$ cat src/rtl/if_id_buf.sv
// Fetch-to-decode stage register: a small FIFO of {inst_addr, inst} beats
// under valid/ready on both sides, cleared by a pipeline flush.
module if_id_buf #(
  parameter int          DEPTH    = 2,
  parameter logic [31:0] NOP_INST = 32'h0000_0013
) (
  input  logic        clk,
  input  logic        rst_n,
  input  logic [31:0] inst_i,
  input  logic [31:0] inst_addr_i,
  input  logic        in_valid_i,
  output logic        in_ready_o,
  input  logic        flush_i,
  output logic [31:0] inst_o,
  output logic [31:0] inst_addr_o,
  output logic        out_valid_o,
  input  logic        out_ready_i
);

  localparam int          AW   = $clog2(DEPTH);
  localparam logic [AW:0] FULL = (AW+1)'(DEPTH);

  // Handshake: a beat transfers on a rising edge where valid and ready are
  // both high and flush_i is low; ready never depends on the partner's valid.
  logic [AW:0]   count;
  logic [AW-1:0] wr_ptr;
  logic [AW-1:0] rd_ptr;
  logic [63:0]   mem [DEPTH];
  logic          push;
  logic          pop;

  // Both flags come from count alone, so there is no out_ready_i -> in_ready_o path.
  assign in_ready_o  = (count != FULL);
  assign out_valid_o = (count != '0);
  assign push        = in_valid_i & in_ready_o & ~flush_i;
  assign pop         = out_valid_o & out_ready_i & ~flush_i;

  always_ff @(posedge clk) begin
    if (!rst_n) begin
      count  <= '0;
      wr_ptr <= '0;
      rd_ptr <= '0;
    end else if (flush_i) begin
      count  <= '0;
      wr_ptr <= '0;
      rd_ptr <= '0;
    end else begin
      if (push) wr_ptr <= wr_ptr + AW'(1);
      if (pop)  rd_ptr <= rd_ptr + AW'(1);
      if (push && !pop)      count <= count + (AW+1)'(1);
      else if (pop && !push) count <= count - (AW+1)'(1);
    end
  end

  // Storage is never cleared; validity is tracked only by count.
  always_ff @(posedge clk) begin
    if (rst_n && push) mem[wr_ptr] <= {inst_addr_i, inst_i};
  end

  always_comb begin
    inst_o      = NOP_INST;
    inst_addr_o = 32'h0;
    if (out_valid_o) begin
      inst_addr_o = mem[rd_ptr][63:32];
      inst_o      = mem[rd_ptr][31:0];
    end
  end

endmodule

$ cat config.mk
export PLATFORM = sky130hd
export DESIGN_NAME = if_id_buf
export DESIGN_NICKNAME = d
export VERILOG_FILES = /design/src/rtl/if_id_buf.sv
export SDC_FILE = /design/constraint.sdc
export NUM_CORES = 1
export LEC_CHECK = 0
export ABC_AREA = 1
export CAP_MARGIN = 10
export CORE_ASPECT_RATIO = 1.75
export CORE_UTILIZATION = 48
export CTS_CLUSTER_SIZE = 30
export DETAILED_ROUTE_END_ITERATION = 7
export PLACE_DENSITY = 0.86
export SYNTH_ARGS = -nofsm -noshare
export SYNTH_HDL_FRONTEND = slang
export SYNTH_SLANG_ARGS = --single-unit
$ cat constraint.sdc
create_clock -name clk -period 7.34 [get_ports clk]
set_clock_uncertainty 0.05 [all_clocks]
set_input_delay 1.468 -clock clk [delete_from_list [all_inputs] [get_ports clk]]
set_output_delay 1.468 -clock clk [all_outputs]
set_load 0.02 [all_outputs]
Yosys cells after proc, flatten, opt, wreduce, memory -nomap -nowiden --
Memory sizes are Yosys's and may differ from the RTL's. A register that Yosys moved wholly into a read port is not among the register bits. Cells that the tools add are included.
Storage, ports and cells: register bits after elaboration 4, RAM bits 128, bits of input ports 69, output and inout port bits 66, logic and storage cells 31, memories kept 1
Cells by class: add/sub/neg operators 4, eq/ne operators 1, mux-type cells 8, bitwise operators 6, reduce and logical (&&, ||, !) cells 8
Memories:
- mem | words 2, bits a word 64, read ports 1, clocked after Yosys merged registers in 1, write ports 1, line 28 | logic [63:0] mem [DEPTH];
Operators with widths (count):
- $mux W32 | 2
- $and A1 B1 Y1 | 4
- $mux W1 | 4
- $mux W2 | 2
- $reduce_bool A2 Y1 | 2
- $logic_and A1 B1 Y1 | 3
- $add A1 B1 Y1 const B | 2
- $add A2 B1 Y2 const B | 1
- $logic_not A1 Y1 | 2
- $ne A2 B2 Y1 const B | 1
- $not A1 Y1 | 2
- $reduce_or A2 Y1 | 1
- $sub A2 B1 Y2 const B | 1

Longest topological paths before layout --
depth after elaboration 7, mapped depth 11, gate-level depth less buffers 11

Worst setup path after synthesis --
Ideal clock, no wire load.
path kind input to register, start in flush_i, end mem mem[0][0] (enable), library setup time 0.565 ns, arrival time 5.987 ns, required time 6.725 ns, setup slack 0.738 ns, stages 3, path buffers 0, cells stage by stage inv_1 nand2_1 nor3_1
On the way: longest elaborated chain between the ends 5
Ends and longest elaborated chain:
- start, declared | line 13 | input logic flush_i,
- $not A1 Y1 | line 35 | assign push = in_valid_i & in_ready_o & ~flush_i;
- $and A1 B1 Y1 | line 35
- $logic_and A1 B1 Y1 | line 57 | if (rst_n && push) mem[wr_ptr] <= {inst_addr_i, inst_i};
- $mux W1 | line 57
- $mux W1 (implied by the code) | line 57
- end, declared | line 28
Every way passes these cells.

==> results_dict.tcl <==
set metrics [dict create \
    tightest_slew_ns 1.08 \
    dp_hpwl_um 6520 \
    vdd_drop_max_uv 191 \
    post_cts_resized 0 \
    drc 0 \
    vias_per_cell 5.17 \
    rr_worst_depth 10 \
    antenna_found_initial 0 \
    cts.path.max_buffers 2 \
    cts_tree "done" \
    post_synth_and_or_nand_nor_area_fraction_pct 11.7 \
    die_y_um 138 \
    hold_violations 0 \
    regArea_sq_um 3950 \
    avgSynthCellArea_sq_um 13.3 \
    place.gp.congestion 0.787 \
    coreArea_sq_um 10200 \
    ioPinCount 135 \
    synthXorXnorAreaFrac_pct 0 \
    diodes 0 \
    synth-main-ff-cell "edfxtp_1" \
    synth-adder-area-share_pct 0.247 \
    fmax_mhz 243 \
    grt_first_pass_wirelength_um 16000 \
    post-cts-setup-buffers 0 \
    grtUsageTotal_pct 20.4 \
    cell_internal_pwr_w 0.00145 \
    synthArstFlopShare_pct 0 \
    start_kind "flip-flop" \
    grt_pass1_vias 3401 \
    swShare_pct 20.8 \
    multi_input_area_sq_um 940 \
    synth_top_family_by_area "simple AND/OR/NAND/NOR gates" \
    p_switching_w 0.000380 \
    firstDrtPassIters 5 \
    row_count 49 \
    outcome "complete, no violations" \
    drt_first_iter_violations 208 \
    htreeDepth 4 \
    syn_nets 451 \
    rrSetupSlack_ns 5.31 \
    area_delta_synth_final_pct 39.2 \
    layout_setup_ws_ns 3.22 \
    vias 3404 \
    clock-sinks 133 \
    numPortBuffers 134 \
    tns_ns 0 \
    ant_nets 0 \
    cts_buffers 17 \
    route.detailed.wl_per_inst_um 16.6 \
    clkTransAtPathRegs_ns 0.05 \
    synth_compound_area_share_pct 6.43 \
    relSlewSlack_pct 27.9 \
    fin_nets 589 \
    maxCapViolCount 0 \
    r2r-end "count[1]$_SDFFE_PP0P_" \
    cts_hold_repair.buffers 0 \
    finalPower_w 0.00183 \
    final_util_pct 68.8 \
    synthCells 381 \
    syn_area_sq_um 5060 \
    synthDistinctLibCells 17 \
    routed_wl_um 10900 \
    final_layout_size_suffix_gt1_share_pct 7.72 \
    setup-violations-final 0 \
    fin_crit_sh_pct 56.1 \
    muxShareOfSynthArea_pct 0 \
    cp.arrival_ns 2.60 \
    worstSetupEndpointType "output pin" \
    crit-reg2reg-launch "count[1]$_SDFFE_PP0P_" \
    dpl_worst_slack_ns 3.65 \
    grt_max_degree 65 \
    die-area_sq_um 11000 \
    fillers 673 \
    p_leak_nw 2.47 \
    pwr-share-comb_pct 8.1 \
    ys_seq_area_share_pct 78.0 \
    rsz0062_at_grt "false" \
    clkPwrFrac_pct 45.3 \
    start_util_pct 49.4 \
    required_ns 5.82 \
    yosysWarnings 0 \
    ys_ff_latch 133 \
    holdCritPathClass "flip-flop to flip-flop" \
    period_minus_slack_ns 4.12 \
    powerDensity_nw_per_um2 260 \
    seqPwrFrac_pct 46.7 \
    maxSlewViolCount 0 \
    fp.dieW_um 79.6 \
    synth_edf_count 128 \
    overflow 0 \
    worstSkewPairLatency_ns 0.41 \
    crit_type "flip-flop to output pin" \
    clockRootBuffer "clkbuf_16" \
    cp-endpoint "inst_addr_o[23]" \
    crit_path_max_fanout 64 \
]
==> worst min path at each step <==
stage / from / to / slack, ns / cells after the start
after CTS: rd_ptr$_SDFFE_PP0P_ / flip-flop / 0.46 / 2
after global placement: rd_ptr$_SDFFE_PP0P_ / rd_ptr$_SDFFE_PP0P_ / 0.43 / 2
after global routing: rd_ptr$_SDFFE_PP0P_ / flip-flop / 0.47 / 2
final: rd_ptr$_SDFFE_PP0P_ / flip-flop / 0.45 / 2
after detailed placement: rd_ptr$_SDFFE_PP0P_ / flip-flop / 0.45 / 2
after floorplan: rd_ptr$_SDFFE_PP0P_ / flip-flop / 0.42 / 2
==> cell families after synthesis <==
kind of cell,after synthesis
DFF,133
buffers and inverters,29
and+or+nand+nor,153
adders and majority gates,1
AOI/OAI and AO/OA,65
==> synth_stat cells, types with 2 or more instances <==
library cell	instances	area [sq um]
a21oi_1	63	315
edfxtp_1	128	3840
clkbuf_8	4	55.1
buf_6	2	22.5
nor3_1	2	10.0
nor2_1	8	30.0
dfxtp_1	5	100
buf_2	12	60.1
inv_1	9	33.8
o21ai_0	2	10.0
nand3_1	4	20.0
nand2_1	137	514
==> power by group through the flow <==
| stage | registers [W] | logic (W) | clock network (W) |
|---|---|---|---|
| 3_5_place_dp | 0.000869 | 0.000147 | 0 |
| 3_3_place_gp | 0.000868 | 0.000143 | 0 |
| 4_1_cts | 0.000854 | 0.000148 | 0.000839 |
| 6_report | 0.000854 | 0.000147 | 0.000828 |
| 2_1_floorplan | 0.000870 | 0.0000613 | 0 |
| 5_1_grt | 0.000855 | 0.000156 | 0.000869 |
==> routing by layer <==
metal | part of all wire, % | wire [um] | GRT usage, %
met5 | 0 | 0 | 0
met2 | 55 | 6030 | 36.0
met1 | 35 | 3850 | 20.4
met3 | 5.0 | 541 | 5.83
met4 | 4.3 | 470 | 13.6
==> worst max-delay path, stage by stage, from the launching register on <==
cell	delay [ns]
dfxtp_2	0.32
inv_2	0.77
nand2_1	0.17
a21oi_1	0.24
clkdlybuf4s50_1	0.67
==> flip-flops by register name (all words and copies together) (netlist names), named ones only <==
signal	flops
mem	128
count	2
rd_ptr	1
wr_ptr	1
==> final cells by class <==
cell class / count / area share [%]
inverter: 10 / 0.533
clock buffer: 17 / 6.04
timing repair buffer: 138 / 19.5
sequential: 133 / 56.0
multi-input combinational: 219 / 13.3
tap: 127 / 2.26
clock inverter: 14 / 2.29
==> per-stage QoR <==
stage / area (sq um) / cells / hold WS, ns
after floorplan: 5060 / 381 / 0.417
after global placement: 6450 / 627 / 0.432
after detailed placement: 6450 / 627 / 0.449
after CTS: 7040 / 658 / 0.461
after global routing: 7040 / 658 / 0.473
final: 7040 / 658 / 0.452
==> cells in the final DEF (no fill, tap or decap) <==
cell type,n
inv_6,1
o21ai_0,2
clkinvlp_4,2
nor3_2,2
clkdlybuf4s50_1,134
dfxtp_2,1
clkbuf_16,17
nor2_1,8
edfxtp_1,128
buf_4,4
nand2_2,1
inv_1,9
ha_1,1
clkinv_2,6
nor2_4,1
clkinv_4,2
nand2_1,137
a21oi_1,63
dfxtp_1,4
inv_2,1
bufinv_16,3
nand3_1,4
Note: power is estimated with default switching activity, not from simulation.
